[src/rtl/line_clear_ctrl_if.sv]
// line_clear_ctrl_if: handshake and grid bus between the game FSM, the stored-array register
// and line_clear_ctrl.
//
// Optional macro LINE_CLEAR_SCORE_EN adds the score_o signal.
//
// Signals:
//   start_i          game FSM -> ctrl  one-cycle start pulse; grid_i valid
//   new_game_i       game FSM -> ctrl  clear totals, abort any sequence
//   grid_i           store    -> ctrl  22 x COLS merged grid snapshot
//   grid_o           ctrl -> store     compacted grid, zero unless grid_we_o
//   grid_we_o        ctrl -> store     one-cycle write-back strobe
//   done_o           ctrl -> game FSM  one-cycle completion pulse
//   busy_o           ctrl -> game FSM  sequence in progress
//   lines_cleared_o  ctrl -> game FSM  rows cleared by the last sequence
//   total_lines_o    ctrl -> game FSM  saturating running total
//   score_o          ctrl -> game FSM  saturating score (LINE_CLEAR_SCORE_EN only)
interface line_clear_ctrl_if #(
    parameter int unsigned COLS  = 10,
    parameter int unsigned TOT_W = 16
);
    logic                   start_i;
    logic                   new_game_i;
    logic [21:0][COLS-1:0]  grid_i;
    logic [21:0][COLS-1:0]  grid_o;
    logic                   grid_we_o;
    logic                   done_o;
    logic                   busy_o;
    logic [4:0]             lines_cleared_o;
    logic [TOT_W-1:0]       total_lines_o;
`ifdef LINE_CLEAR_SCORE_EN
    logic [19:0]            score_o;

    modport master (
        output start_i, new_game_i, grid_i,
        input  grid_o, grid_we_o, done_o, busy_o, lines_cleared_o, total_lines_o, score_o
    );

    modport slave (
        input  start_i, new_game_i, grid_i,
        output grid_o, grid_we_o, done_o, busy_o, lines_cleared_o, total_lines_o, score_o
    );
`else
    modport master (
        output start_i, new_game_i, grid_i,
        input  grid_o, grid_we_o, done_o, busy_o, lines_cleared_o, total_lines_o
    );

    modport slave (
        input  start_i, new_game_i, grid_i,
        output grid_o, grid_we_o, done_o, busy_o, lines_cleared_o, total_lines_o
    );
`endif
endinterface

[src/rtl/line_clear_ctrl.sv]
// line_clear_ctrl: line-clear sequencer for the permanent playfield grid.
//
// On an accepted start the merged grid is snapshotted into a work copy. The visible rows
// (0 = top .. ROWS-1 = bottom) are scanned bottom-up one row per cycle; each full row is
// removed by shifting every row above it down by one, and the same row index is rescanned.
// When row 0 has been passed the compacted grid is written back with a single strobe and
// the cleared-line count is folded into a saturating running total. Rows ROWS..21 are
// carried through from the snapshot untouched.
//
// Optional macro LINE_CLEAR_SCORE_EN adds a saturating 20-bit score (bus.score_o).
//
// Ports:
//   clk    system clock
//   rst_n  asynchronous active-low reset
//   bus    line_clear_ctrl_if.slave: start/new-game handshake, grid in/out, status
module line_clear_ctrl #(
    parameter int unsigned ROWS  = 20,
    parameter int unsigned COLS  = 10,
    parameter int unsigned TOT_W = 16
) (
    input  logic              clk,
    input  logic              rst_n,
    line_clear_ctrl_if.slave  bus
);

    // Wide enough to hold total + 20 without wrapping even for small TOT_W.
    localparam int unsigned SUM_W = ((TOT_W > 5) ? TOT_W : 5) + 1;
    localparam logic [SUM_W-1:0] TotMax = SUM_W'((64'd1 << TOT_W) - 64'd1);

    typedef enum logic [1:0] {
        StIdle,
        StScan,
        StShift,
        StWrite
    } state_e;

    state_e                 state_q, state_d;
    logic [21:0][COLS-1:0]  work_q, work_d;
    logic [4:0]             ptr_q, ptr_d;
    logic [4:0]             count_q, count_d;
    logic [4:0]             lines_q, lines_d;
    logic [TOT_W-1:0]       total_q, total_d;

    logic                   row_full;
    logic                   write_fire;
    logic [SUM_W-1:0]       total_sum;
    logic [TOT_W-1:0]       total_sat;

    assign row_full  = &work_q[ptr_q];
    assign total_sum = SUM_W'(total_q) + SUM_W'(count_q);
    assign total_sat = (total_sum > TotMax) ? '1 : total_sum[TOT_W-1:0];

`ifdef LINE_CLEAR_SCORE_EN
    logic [19:0] score_q, score_d;
    logic [20:0] score_sum;
    logic [19:0] score_sat;

    function automatic logic [10:0] points(input logic [4:0] n);
        logic [10:0] p;
        unique case (n)
            5'd0:    p = 11'd0;
            5'd1:    p = 11'd40;
            5'd2:    p = 11'd100;
            5'd3:    p = 11'd300;
            default: p = 11'd1200;
        endcase
        return p;
    endfunction

    assign score_sum = {1'b0, score_q} + 21'(points(count_q));
    assign score_sat = score_sum[20] ? 20'hFFFFF : score_sum[19:0];
`endif

    // ------------------------------------------------------------------
    // FSM state register
    // ------------------------------------------------------------------
    always_ff @(posedge clk or negedge rst_n) begin
        if (!rst_n) begin
            state_q <= StIdle;
        end else begin
            state_q <= state_d;
        end
    end

    // ------------------------------------------------------------------
    // FSM next-state logic
    // ------------------------------------------------------------------
    always_comb begin
        state_d = state_q;
        unique case (state_q)
            StIdle: begin
                if (bus.start_i) state_d = StScan;
            end
            StScan: begin
                if (row_full) begin
                    state_d = StShift;
                end else if (ptr_q == 5'd0) begin
                    state_d = StWrite;
                end
            end
            StShift: state_d = StScan;
            StWrite: state_d = StIdle;
            default: state_d = StIdle;
        endcase
        // new_game outranks everything, including a start in the same cycle.
        if (bus.new_game_i) state_d = StIdle;
    end

    // ------------------------------------------------------------------
    // FSM outputs
    // ------------------------------------------------------------------
    always_comb begin
        // A new_game arriving in the WRITE cycle suppresses the write-back.
        write_fire          = (state_q == StWrite) && !bus.new_game_i;
        bus.grid_we_o       = write_fire;
        bus.done_o          = write_fire;
        bus.grid_o          = write_fire ? work_q : '0;
        bus.busy_o          = (state_q != StIdle);
        bus.lines_cleared_o = lines_q;
        bus.total_lines_o   = total_q;
`ifdef LINE_CLEAR_SCORE_EN
        bus.score_o         = score_q;
`endif
    end

    // ------------------------------------------------------------------
    // Datapath next-state: work grid, scan pointer, counters
    // ------------------------------------------------------------------
    always_comb begin
        work_d  = work_q;
        ptr_d   = ptr_q;
        count_d = count_q;
        lines_d = lines_q;
        total_d = total_q;
`ifdef LINE_CLEAR_SCORE_EN
        score_d = score_q;
`endif
        unique case (state_q)
            StIdle: begin
                if (bus.start_i && !bus.new_game_i) begin
                    work_d  = bus.grid_i;
                    ptr_d   = 5'(ROWS - 1);
                    count_d = 5'd0;
                end
            end
            StScan: begin
                if (!row_full && (ptr_q != 5'd0)) ptr_d = ptr_q - 5'd1;
            end
            StShift: begin
                // Drop row ptr: every row at or above it moves down one; a blank row enters
                // at the top. Rows below ptr and the hidden rows ROWS..21 keep their value.
                work_d[0] = '0;
                for (int k = 1; k < int'(ROWS); k++) begin
                    if (k <= int'(ptr_q)) work_d[k] = work_q[k-1];
                end
                count_d = count_q + 5'd1;
            end
            StWrite: begin
                lines_d = count_q;
                total_d = total_sat;
`ifdef LINE_CLEAR_SCORE_EN
                score_d = score_sat;
`endif
            end
            default: ;
        endcase
        if (bus.new_game_i) begin
            lines_d = 5'd0;
            total_d = '0;
`ifdef LINE_CLEAR_SCORE_EN
            score_d = '0;
`endif
        end
    end

    always_ff @(posedge clk or negedge rst_n) begin
        if (!rst_n) begin
            work_q  <= '0;
            ptr_q   <= 5'd0;
            count_q <= 5'd0;
            lines_q <= 5'd0;
            total_q <= '0;
`ifdef LINE_CLEAR_SCORE_EN
            score_q <= '0;
`endif
        end else begin
            work_q  <= work_d;
            ptr_q   <= ptr_d;
            count_q <= count_d;
            lines_q <= lines_d;
            total_q <= total_d;
`ifdef LINE_CLEAR_SCORE_EN
            score_q <= score_d;
`endif
        end
    end

endmodule

[src/flat_wrapper.sv]
// flat-port wrapper written by rule: the top's interface ports become plain ports
module line_clear_ctrl_flat 
#(
    parameter int unsigned ROWS  = 20,
    parameter int unsigned COLS  = 10,
    parameter int unsigned TOT_W = 16
)
  (clk, rst_n, bus_start_i, bus_new_game_i, bus_grid_i, bus_grid_o, bus_grid_we_o, bus_done_o, bus_busy_o, bus_lines_cleared_o, bus_total_lines_o);
  line_clear_ctrl_if #(.COLS(COLS), .TOT_W(TOT_W)) bus_i ();
  input  logic clk;
  input  logic rst_n;
  input wire logic [$bits(bus_i.start_i)-1:0] bus_start_i;
  input wire logic [$bits(bus_i.new_game_i)-1:0] bus_new_game_i;
  input wire logic [$bits(bus_i.grid_i)-1:0] bus_grid_i;
  output wire logic [$bits(bus_i.grid_o)-1:0] bus_grid_o;
  output wire logic [$bits(bus_i.grid_we_o)-1:0] bus_grid_we_o;
  output wire logic [$bits(bus_i.done_o)-1:0] bus_done_o;
  output wire logic [$bits(bus_i.busy_o)-1:0] bus_busy_o;
  output wire logic [$bits(bus_i.lines_cleared_o)-1:0] bus_lines_cleared_o;
  output wire logic [$bits(bus_i.total_lines_o)-1:0] bus_total_lines_o;
  assign bus_i.start_i = bus_start_i;
  assign bus_i.new_game_i = bus_new_game_i;
  assign bus_i.grid_i = bus_grid_i;
  assign bus_grid_o = bus_i.grid_o;
  assign bus_grid_we_o = bus_i.grid_we_o;
  assign bus_done_o = bus_i.done_o;
  assign bus_busy_o = bus_i.busy_o;
  assign bus_lines_cleared_o = bus_i.lines_cleared_o;
  assign bus_total_lines_o = bus_i.total_lines_o;
  line_clear_ctrl #(.ROWS(ROWS), .COLS(COLS), .TOT_W(TOT_W)) u_core (.clk(clk), .rst_n(rst_n), .bus(bus_i));
endmodule
[config.mk]
export PLATFORM = sky130hd
export DESIGN_NAME = line_clear_ctrl_flat
export DESIGN_NICKNAME = d
export VERILOG_FILES = /design/src/rtl/line_clear_ctrl_if.sv /design/src/rtl/line_clear_ctrl.sv /design/src/flat_wrapper.sv
export SDC_FILE = /design/constraint.sdc
export NUM_CORES = 1
export LEC_CHECK = 0
export CORE_MARGIN = 8
export CORE_UTILIZATION = 45
export CTS_BUF_LIST = sky130_fd_sc_hd__clkbuf_8 sky130_fd_sc_hd__clkbuf_16
export DETAILED_ROUTE_END_ITERATION = 10
export PLACE_DENSITY_LB_ADDON = 0.08
export SKIP_CTS_REPAIR_TIMING = 1
export SKIP_LAST_GASP = 1
export SLEW_MARGIN = 20
export SYNTH_ARGS = -nofsm -noshare
export SYNTH_HDL_FRONTEND = slang
export SYNTH_SLANG_ARGS = --single-unit
[constraint.sdc]
create_clock -name clk -period 3.9 [get_ports clk]
set_clock_uncertainty 0.2 [all_clocks]
set_input_delay 1.17 -clock clk [delete_from_list [all_inputs] [get_ports clk]]
set_output_delay 1.17 -clock clk [all_outputs]
set_load 0.01 [all_outputs]
* Yosys cells after proc, flatten, opt, wreduce, memory -nomap -nowiden
Cells that the tools add are included.
** Storage, ports and cells
- Register bits after elaboration :: 253
- Bits in latches :: 0
- Memory bits (writable) :: 0
- ROM bits :: 0
- Input bits :: 224
- Output and inout port bits :: 244
- Word-level logic and storage cells :: 152
- Memories kept :: 0
** Operators by class
- Add/subtract/negate cells :: 3
- $mul :: 0
- Divide/modulo/power cells :: 0
- $lt $le $gt $ge :: 21
- Equality and inequality tests :: 26
- Shift-type cells :: 0
- Muxes and demuxes :: 39
- Bitwise operators :: 0
- Reduce and logical (&&, ||, !) cells :: 36
** Operators with widths (number)
- 200-bit case mux with 2 select lines :: 1
- 220-bit two-way mux :: 1
- 10-bit two-way mux :: 20
- 200-bit two-way mux :: 1
- 3-bit AND reduction :: 20
- 10-bit binary-select mux with 5-bit select :: 1
- 16-bit two-way mux :: 3
- 2-bit by 1-bit != test with 1-bit output (second input constant) :: 21
- 4-bit by 5-bit less-or-equal comparator with 1-bit output (first input constant) :: 8
- 5-bit two-way mux :: 5
- 3-bit by 5-bit less-or-equal comparator with 1-bit output (first input constant) :: 4
- 5-bit less-or-equal comparator (first input constant) :: 4
- 5-bit case mux with 2 select lines :: 2
- 16-bit by 5-bit adder with 17-bit output :: 1
- 17-bit by 16-bit > comparator with 1-bit output (second input constant) :: 1
- 2-bit by 5-bit less-or-equal comparator with 1-bit output (first input constant) :: 2
- 10-bit AND reduction :: 1
- 2-bit two-way mux :: 4
- 2-bit case mux with 4 select lines :: 1
- 2-bit nonzero test :: 4
- 5-bit by 6-bit < comparator with 1-bit output (second input constant) :: 1
- 2-bit AND reduction :: 3
- 5-bit by 1-bit adder with 5-bit output (second input constant) :: 1
- 1-bit by 5-bit less-or-equal comparator with 1-bit output (first input constant) :: 1
- 10 further kinds :: 14

* Logic depth before layout (Yosys ltp)
Gate-level depths: netlist of run 1.
- Word-level depth :: 7
- Depth in mapped cells :: 14
- Mapped depth without buffers :: 11

* Least setup slack after synthesis of run 1
OpenSTA, ideal clock, no wires.
- Path type :: input-to-output
- Start point :: input port bus_new_game_i
- End point :: output port bus_grid_o[100]
- Data arrival time :: 2.186 ns
- Required time :: 2.530 ns
- Path slack :: 0.344 ns
- Cell stages on the path :: 5
- Path buffers :: 3
- Cells stage by stage :: clkbuf_1 -> nor2_1 -> clkbuf_1 -> clkbuf_1 -> and2_1
** Between the ends
- Cells in the longest elaborated chain, start to end :: 3
** RTL lines
- from (decl) :: RTL line flat_wrapper.sv:13 : input wire logic [$bits(bus_i.new_game_i)-1:0] bus_new_game_i;
- 1-bit logical NOT :: RTL line line_clear_ctrl.sv:114 : write_fire = (state_q == StWrite) && !bus.new_game_i;
- 1-bit logical AND :: RTL line line_clear_ctrl.sv:114
- 220-bit two-way mux :: RTL line line_clear_ctrl.sv:117 : bus.grid_o = write_fire ? work_q : '0;
- to (decl) :: RTL line flat_wrapper.sv:15 : output wire logic [$bits(bus_i.grid_o)-1:0] bus_grid_o;
Every way passes these cells.

* Worst setup path after layout of run 1
- Start point :: input port bus_new_game_i
- End point :: output port bus_grid_o[43]
Same word-level chain as after synthesis.

==> summary.txt, run 1 <==
Clock network
  – Clk sinks: roughly 250
  – H-tree levels: 1
  – Clk_lat worst skew: between 500 and 600 ps
  – CTS clock-pin slew for the worst setup and hold paths: about 60 ps
  – TritonCTS clock tree: built
  – Longest Clk Path Bufs: 3
  – Clock root cell: clkbuf_16
  – TritonCTS buffer count: 30

Detailed routing
  – DR vias/cell: about 5.6
  – Drt wl/cell: 22.5 um
  – Antenna viol nets, final: 0
  – Vias: between 15000 and 20000
  – 1st-iter DRT viols: 1230
  – Pre-Repair DR Iteration Count: 5
  – Residual DRC: 0
  – Post-Route WL: between 60000 and 70000 um

Worst setup path
  – CP max FO: 26
  – WP data arrival: roughly 2600 ps
  – Req. time, crit path: roughly 2500 ps
  – R2R Setup Slk: approximately 250 ps
  – Crit start category: input pin
  – Worst setup path class: in2out
  – CP Capture Type: primary output

Pwr
  – Peak supply drop: approximately 360 uV
  – Tot Pwr: approximately 11 mW
  – Leak pwr: 11.5 nW
  – Int Pwr: about 6.7 mW
  – Sw Ratio: between 30% and 40%
  – Sequential power share: 42.0%
  – Clk pwr share: 26.2%
  – Combinational group share of total power: 31.8%
  – Power Dens Cells: approximately 490 mW/mm^2
  – Switching Power: 4.10 mW

Timing
  – Number of failing setup endpoints in the final timing report: 98
  – Final Cycle Share: 103%
  – Fin worst setup slack: -115 ps
  – Unrepaired setup endpoints after global routing: yes
  – Max Freq: 249 MHz
  – TNS Setup: -9200 ps
  – Slew @ Worst Pin: about 790 ps
  – Tmin final: ~4000 ps
  – Relative slew slack: between 40 and 50%
  – Final slew viol count: 0
  – Endpoints failing hold: 0

Cells and area
  – Area Growth Syn to Fin: 44.3%
  – Final nets: 2462
  – Post-layout util: between 60% and 70%
  – Layout cell share with drive strength beyond 1: between 8 and 9%
  – Fill count: 2814

GRT
  – Overall Global Routing Usage: between 20% and 30%
  – Initial antenna violation count: 14
  – Number of global-route vias before repair: roughly 15000
  – Largest net degree at the start of global routing: 160
  – Global route overflow: 0
  – First-pass GRT wire length: roughly 90000 um

Place
  – IO Port Bufs: approximately 470
  – GP Congestion: 0.922
  – HPWL Detailed: 44400 um
  – Place WS: -417 ps

Synthesis
  – Number of synthesized flops with an enable pin: 0
  – Syn_nets: 2036
  – Most frequent cell after synthesis: nand2_1
  – Synth warn: 0
  – #FFs+latches synth: around 250
  – Yosys cell types: just under 70
  – Avg Inst Size Synth: about 8.4 um^2
  – Post-synthesis cell count: 1800
  – Commonest cells post-synth: nand2_1, dfrtp_1, and2_1
  – Asr flop ratio synth: between 90% and 100%
  – Seq/Total Area, Yosys: 41.7%
  – Largest area contributor in the netlist: dfrtp_1
  – Top post-synthesis cells by area: dfrtp_1, nand2_1, and2_1
  – Top-area cell type share of the netlist area: about two fifths
  – Synthesized area: around 0.015 mm^2
  – Main synth FF type: dfrtp_1

Run
  – Total of max-cap violations: 0

Floorplanning
  – Vert. Die Dim: approximately 200 um
  – I/O Pins: between 400 and 500
  – Placeable Area: approximately 0.033 mm^2
  – Die area: about 0.040 mm^2
  – Floorplan row count: 67
  – Die Wd: about 200 um
  – Initial Utilization: around 46%

Outcome
  – Outcome: finished with violations
  – Failing checks: setup timing

Worst hold path
  – Worst hold path class: reg2reg
## final cells by class
type | instances | area [um^2] | area share (%)
multi-input combinational | 1388 | 8190 | 37.3
clock inverter | 18 | 160 | 0.730
tap | 448 | 561 | 2.56
sequential | 253 | 6340 | 28.9
antenna | 12 | 30.0 | 0.137
timing repair buffer | 537 | 5750 | 26.2
clock buffer | 36 | 845 | 3.85
inverter | 16 | 60.1 | 0.274
## logic make-up (layout without fill, tap and decap cells)
family / count (synthesis) / after routing / share of synthesized area [%]
DFF: 253 / 253 / 41.7
AOI/OAI and AO/OA: 317 / 317 / 13.4
other: 0 / 12 / 0
muxes: 121 / 121 / 11.4
buffers and inverters: 159 / 607 / 4.66
and+or+nand+nor: 935 / 935 / 27.7
adders and majority gates: 12 / 12 / 1.04
xor gates and xnor gates: 3 / 3 / 0.173
## path summary, 6_finish.rpt
| kind | endpoint | cells past startpoint | start |
|---|---|---|---|
| setup / recovery | bus_grid_o[43] | 6 | bus_new_game_i |
| min in group asynchronous | u_core.work_q[14] | 1 | rst_n |
| hold / removal | u_core.work_q[211] | 2 | u_core.work_q[211] |
| setup reg to reg | u_core.ptr_q[4] | 8 | u_core.ptr_q[0] |
| hold reg to reg | u_core.work_q[211] | 2 | u_core.work_q[211] |
| max in group asynchronous | u_core.work_q[86] | 2 | rst_n |
## power by group through the flow
stage | sequential [mW] | combinational [mW] | clock, mW
4_1_cts | 4.50 | 3.43 | 2.89
6_report | 4.55 | 3.44 | 2.84
5_1_grt | 4.63 | 3.76 | 2.98
3_5_place_dp | 4.53 | 3.42 | 0
3_3_place_gp | 4.52 | 3.34 | 0
2_1_floorplan | 3.88 | 2.45 | 0
## metrics by stage
stage | std cells | cell area [um^2] | hold WS (ps)
floorplan | 1800 | 15200 | 259
global placement | 2630 | 20400 | 272
detailed placement | 2630 | 20400 | 288
CTS | 2684 | 21400 | 302
global route | 2707 | 21900 | 328
finish | 2708 | 21900 | 295
## critical path: stages
cell	delay, ps
dlymetal6s2s_1	160
nor2_4	210
buf_6	190
clkbuf_16	200
and2_1	140
clkdlybuf4s50_1	560
## layer usage
layer / share of wire (%) / global-route usage [%] / vias up
met2: 48 / 47.2 / 638
met3: 7.9 / 6.37 / 143
met1: 40 / 36.9 / 7357
met5: 0.044 / 0 / -
met4: 4.2 / 12.1 / 4
li1: - / - / 6997
## placed cells by master, fill, tap and decap left out, types with 11 or more instances in the layout
cell type and count:
and2_1 222, dlymetal6s2s_1 120, nand3_1 24, clkbuf_16 36
nor2_1 186, o21ai_1 15, nand2_1 458, diode_2 12
mux2_2 11, a22oi_1 11, mux2i_1 72, dfrtp_1 250
buf_4 51, ha_1 11, o21ai_0 59, inv_1 20
clkdlybuf4s50_1 343, a31oi_1 159, a21oi_1 27, mux4_1 12
mux4_2 24
## state kept, by name (all words and copies together), names as in the netlist
register and count:
u_core.count_q 5, u_core.ptr_q 5, u_core.work_q 220, u_core.bus.lines_cleared_o 5, u_core.bus.total_lines_o 16, u_core.state_q 2
No activity file was read; power rests on OpenSTA's default activity.
==> run 2, diff against run 1 <==
--- a/config.mk
+++ b/config.mk
@@ -10,6 +10,7 @@
 export CTS_BUF_LIST = sky130_fd_sc_hd__clkbuf_8 sky130_fd_sc_hd__clkbuf_16
 export DETAILED_ROUTE_END_ITERATION = 10
 export PLACE_DENSITY_LB_ADDON = 0.08
+export SETUP_SLACK_MARGIN = 0.02
 export SKIP_CTS_REPAIR_TIMING = 1
 export SKIP_LAST_GASP = 1
 export SLEW_MARGIN = 20
==> run 2 against run 1 <==
The run still ends with setup timing left. Highest routed layer unchanged. Sequential share of layout area unchanged. Largest power group unchanged. Power is the same. Flip-flop and latch count did not move. Via count did not move. Register-to-register slack barely moved.
==> summary.txt, run 2 (synthesis results as in run 1) <==
Outcome
  – Outcome: finished with violations (unchanged)
  – Failing checks: setup timing (unchanged)

Timing
  – Slew @ Worst Pin: 791 ps (unchanged)
  – Final slew viol count: 0 (unchanged)
  – Relative slew slack: 47.3% (unchanged)
  – Unrepaired setup endpoints after global routing: yes (unchanged)
  – Endpoints failing hold: 0 (unchanged)
  – Tmin final: 4010 ps (unchanged)
  – Max Freq: 249 MHz (unchanged)
  – Hold WS: 295 ps (unchanged)
  – Number of failing setup endpoints in the final timing report: 98 (unchanged)
  – Fin worst setup slack: -115 ps (unchanged)
  – Final Cycle Share: 103% (unchanged)

Pwr
  – Power Dens Cells: 494 mW/mm^2 (unchanged)
  – Leak pwr: 11.5 nW (unchanged)
  – Tot Pwr: 10.8 mW (unchanged)
  – Peak supply drop: 362 uV (unchanged)

Clock network
  – TritonCTS buffer count: 30 (unchanged)
  – CTS clock-pin slew for the worst setup and hold paths: 60 ps (about the same)
  – Clk sinks: 253 (unchanged)
  – Longest Clk Path Bufs: 3 (unchanged)
  – Clock root cell: clkbuf_16 (unchanged)
  – TritonCTS clock tree: built (unchanged)
  – H-tree levels: 1 (unchanged)
  – Clk_lat worst skew: 560 ps (about the same)

Detailed routing
  – 1st-iter DRT viols: 1230 (unchanged)
  – DR vias/cell: 5.59 (unchanged)
  – Vias: 15139 (unchanged)
  – Residual DRC: 0 (unchanged)
  – Pre-Repair DR Iteration Count: 5 (unchanged)
  – Antenna viol nets, final: 0 (unchanged)
  – Drt wl/cell: 22.5 um (unchanged)
  – Post-Route WL: 61000 um (unchanged)

Worst setup path
  – Crit start category: input pin (unchanged)
  – R2r endpoint: u_core.ptr_q[4] (unchanged)
  – WP data arrival: 2640 ps (about the same)
  – CP Capture Type: primary output (unchanged)
  – Worst setup path class: in2out (unchanged)
  – CP max FO: 26 (unchanged)
  – Reg2Reg Depth: 8 (unchanged)
  – Req. time, crit path: 2530 ps (about the same)
  – R2R Setup Slk: 250 ps (about the same)
  – Reg2Reg Launch Point: u_core.ptr_q[0] (unchanged)

Worst hold path
  – Hold Path Depth: 2 (unchanged)
  – Hold Startpoint: u_core.work_q[211] (unchanged)
  – Worst hold path class: reg2reg (unchanged)
  – Hold Path Sink: u_core.work_q[211] (unchanged)

Cells and area
  – Area Growth Syn to Fin: 44.3% (unchanged)
  – Most frequent cells in the layout: nand2_1, clkdlybuf4s50_1, dfrtp_1 (unchanged)
  – Max FFs per register: 220 (unchanged)
  – Final nets: 2462 (unchanged)
  – Post-Layout Cell Count: 2708 (unchanged)
  – Most flops, register: u_core.work_q (unchanged)
  – Most common cell after layout, fill and taps aside: nand2_1 (unchanged)
  – Fin area: 0.0219 mm^2 (unchanged)
  – Layout cell share with drive strength beyond 1: 8.01% (unchanged)

Floorplanning
  – Die area: 0.0399 mm^2 (unchanged)
  – Die Wd: 200 um (unchanged)
  – Initial Utilization: 45.5% (unchanged)
  – Floorplan row count: 67 (unchanged)
  – Vert. Die Dim: 200 um (unchanged)
  – Placeable Area: 0.0334 mm^2 (unchanged)
  – I/O Pins: 468 (unchanged)

GRT
  – Overall Global Routing Usage: 28.9% (unchanged)
  – Initial antenna violation count: 14 (unchanged)
  – First-pass GRT wire length: 89300 um (unchanged)
  – Global route overflow: 0 (unchanged)
  – Largest net degree at the start of global routing: 160 (unchanged)
  – Number of global-route vias before repair: 14959 (unchanged)

Place
  – Dpl cell area: 0.0204 mm^2 (unchanged)
  – GP Congestion: 0.922 (unchanged)
  – IO Port Bufs: 467 (unchanged)
  – Place WS: -417 ps (unchanged)
  – HPWL Detailed: 44400 um (unchanged)
  – Placed insts: 2630 (unchanged)

Run
  – Total of max-cap violations: 0 (unchanged)
-- run 2: power breakdown --
part,total (mW),switching [mW],internal (mW)
registers,4.55,1.19,3.36
logic,3.44,1.79,1.66
clock network,2.84,1.12,1.72
-- run 2: how the worst max path moves through the flow --
stage               slack [ps]           start  cells past startpoint         endpoint
floorplan                  340  bus_new_game_i                      5  bus_grid_o[100]
global placement          -420  bus_new_game_i                      5   bus_grid_o[63]
detailed placement        -420  bus_new_game_i                      5   bus_grid_o[63]
CTS                       -420  bus_new_game_i                      5   bus_grid_o[63]
global route              -180  bus_new_game_i                      6   bus_grid_o[11]
finish                    -110  bus_new_game_i                      6   bus_grid_o[43]
-- run 2: critical path: stages --
cell and delay [ps]:
dlymetal6s2s_1 160, nor2_4 210, buf_6 190, clkbuf_16 200, and2_1 140, clkdlybuf4s50_1 560
-- run 2: stage by stage --
stage	utilization, %	TNS, ps
2_1_floorplan	-	0
3_3_place_gp	61.1	-76560
3_5_place_dp	61.1	-78660
4_1_cts	64.1	-81150
5_1_grt	65.7	-15460
6_report	65.7	-9200
-- run 2: metal layers --
layer  wire [um]  global-route usage (%)  share of wire, %
met5          27                       0             0.044
met4        2570                    12.1               4.2
met3        4820                    6.37               7.9
met2       29100                    47.2                48
met1       24500                    36.9                40
-- run 2: final cells by class --
class                   instances  area (um^2)
inverters                      16         60.1
well taps                     448          561
clock buffers                  36          845
fillers                      2814        11400
flip-flops and latches        253         6340
diodes                         12         30.0
repair buffers                537         5750
multi-input cells            1388         8190
clock inverters                18          160
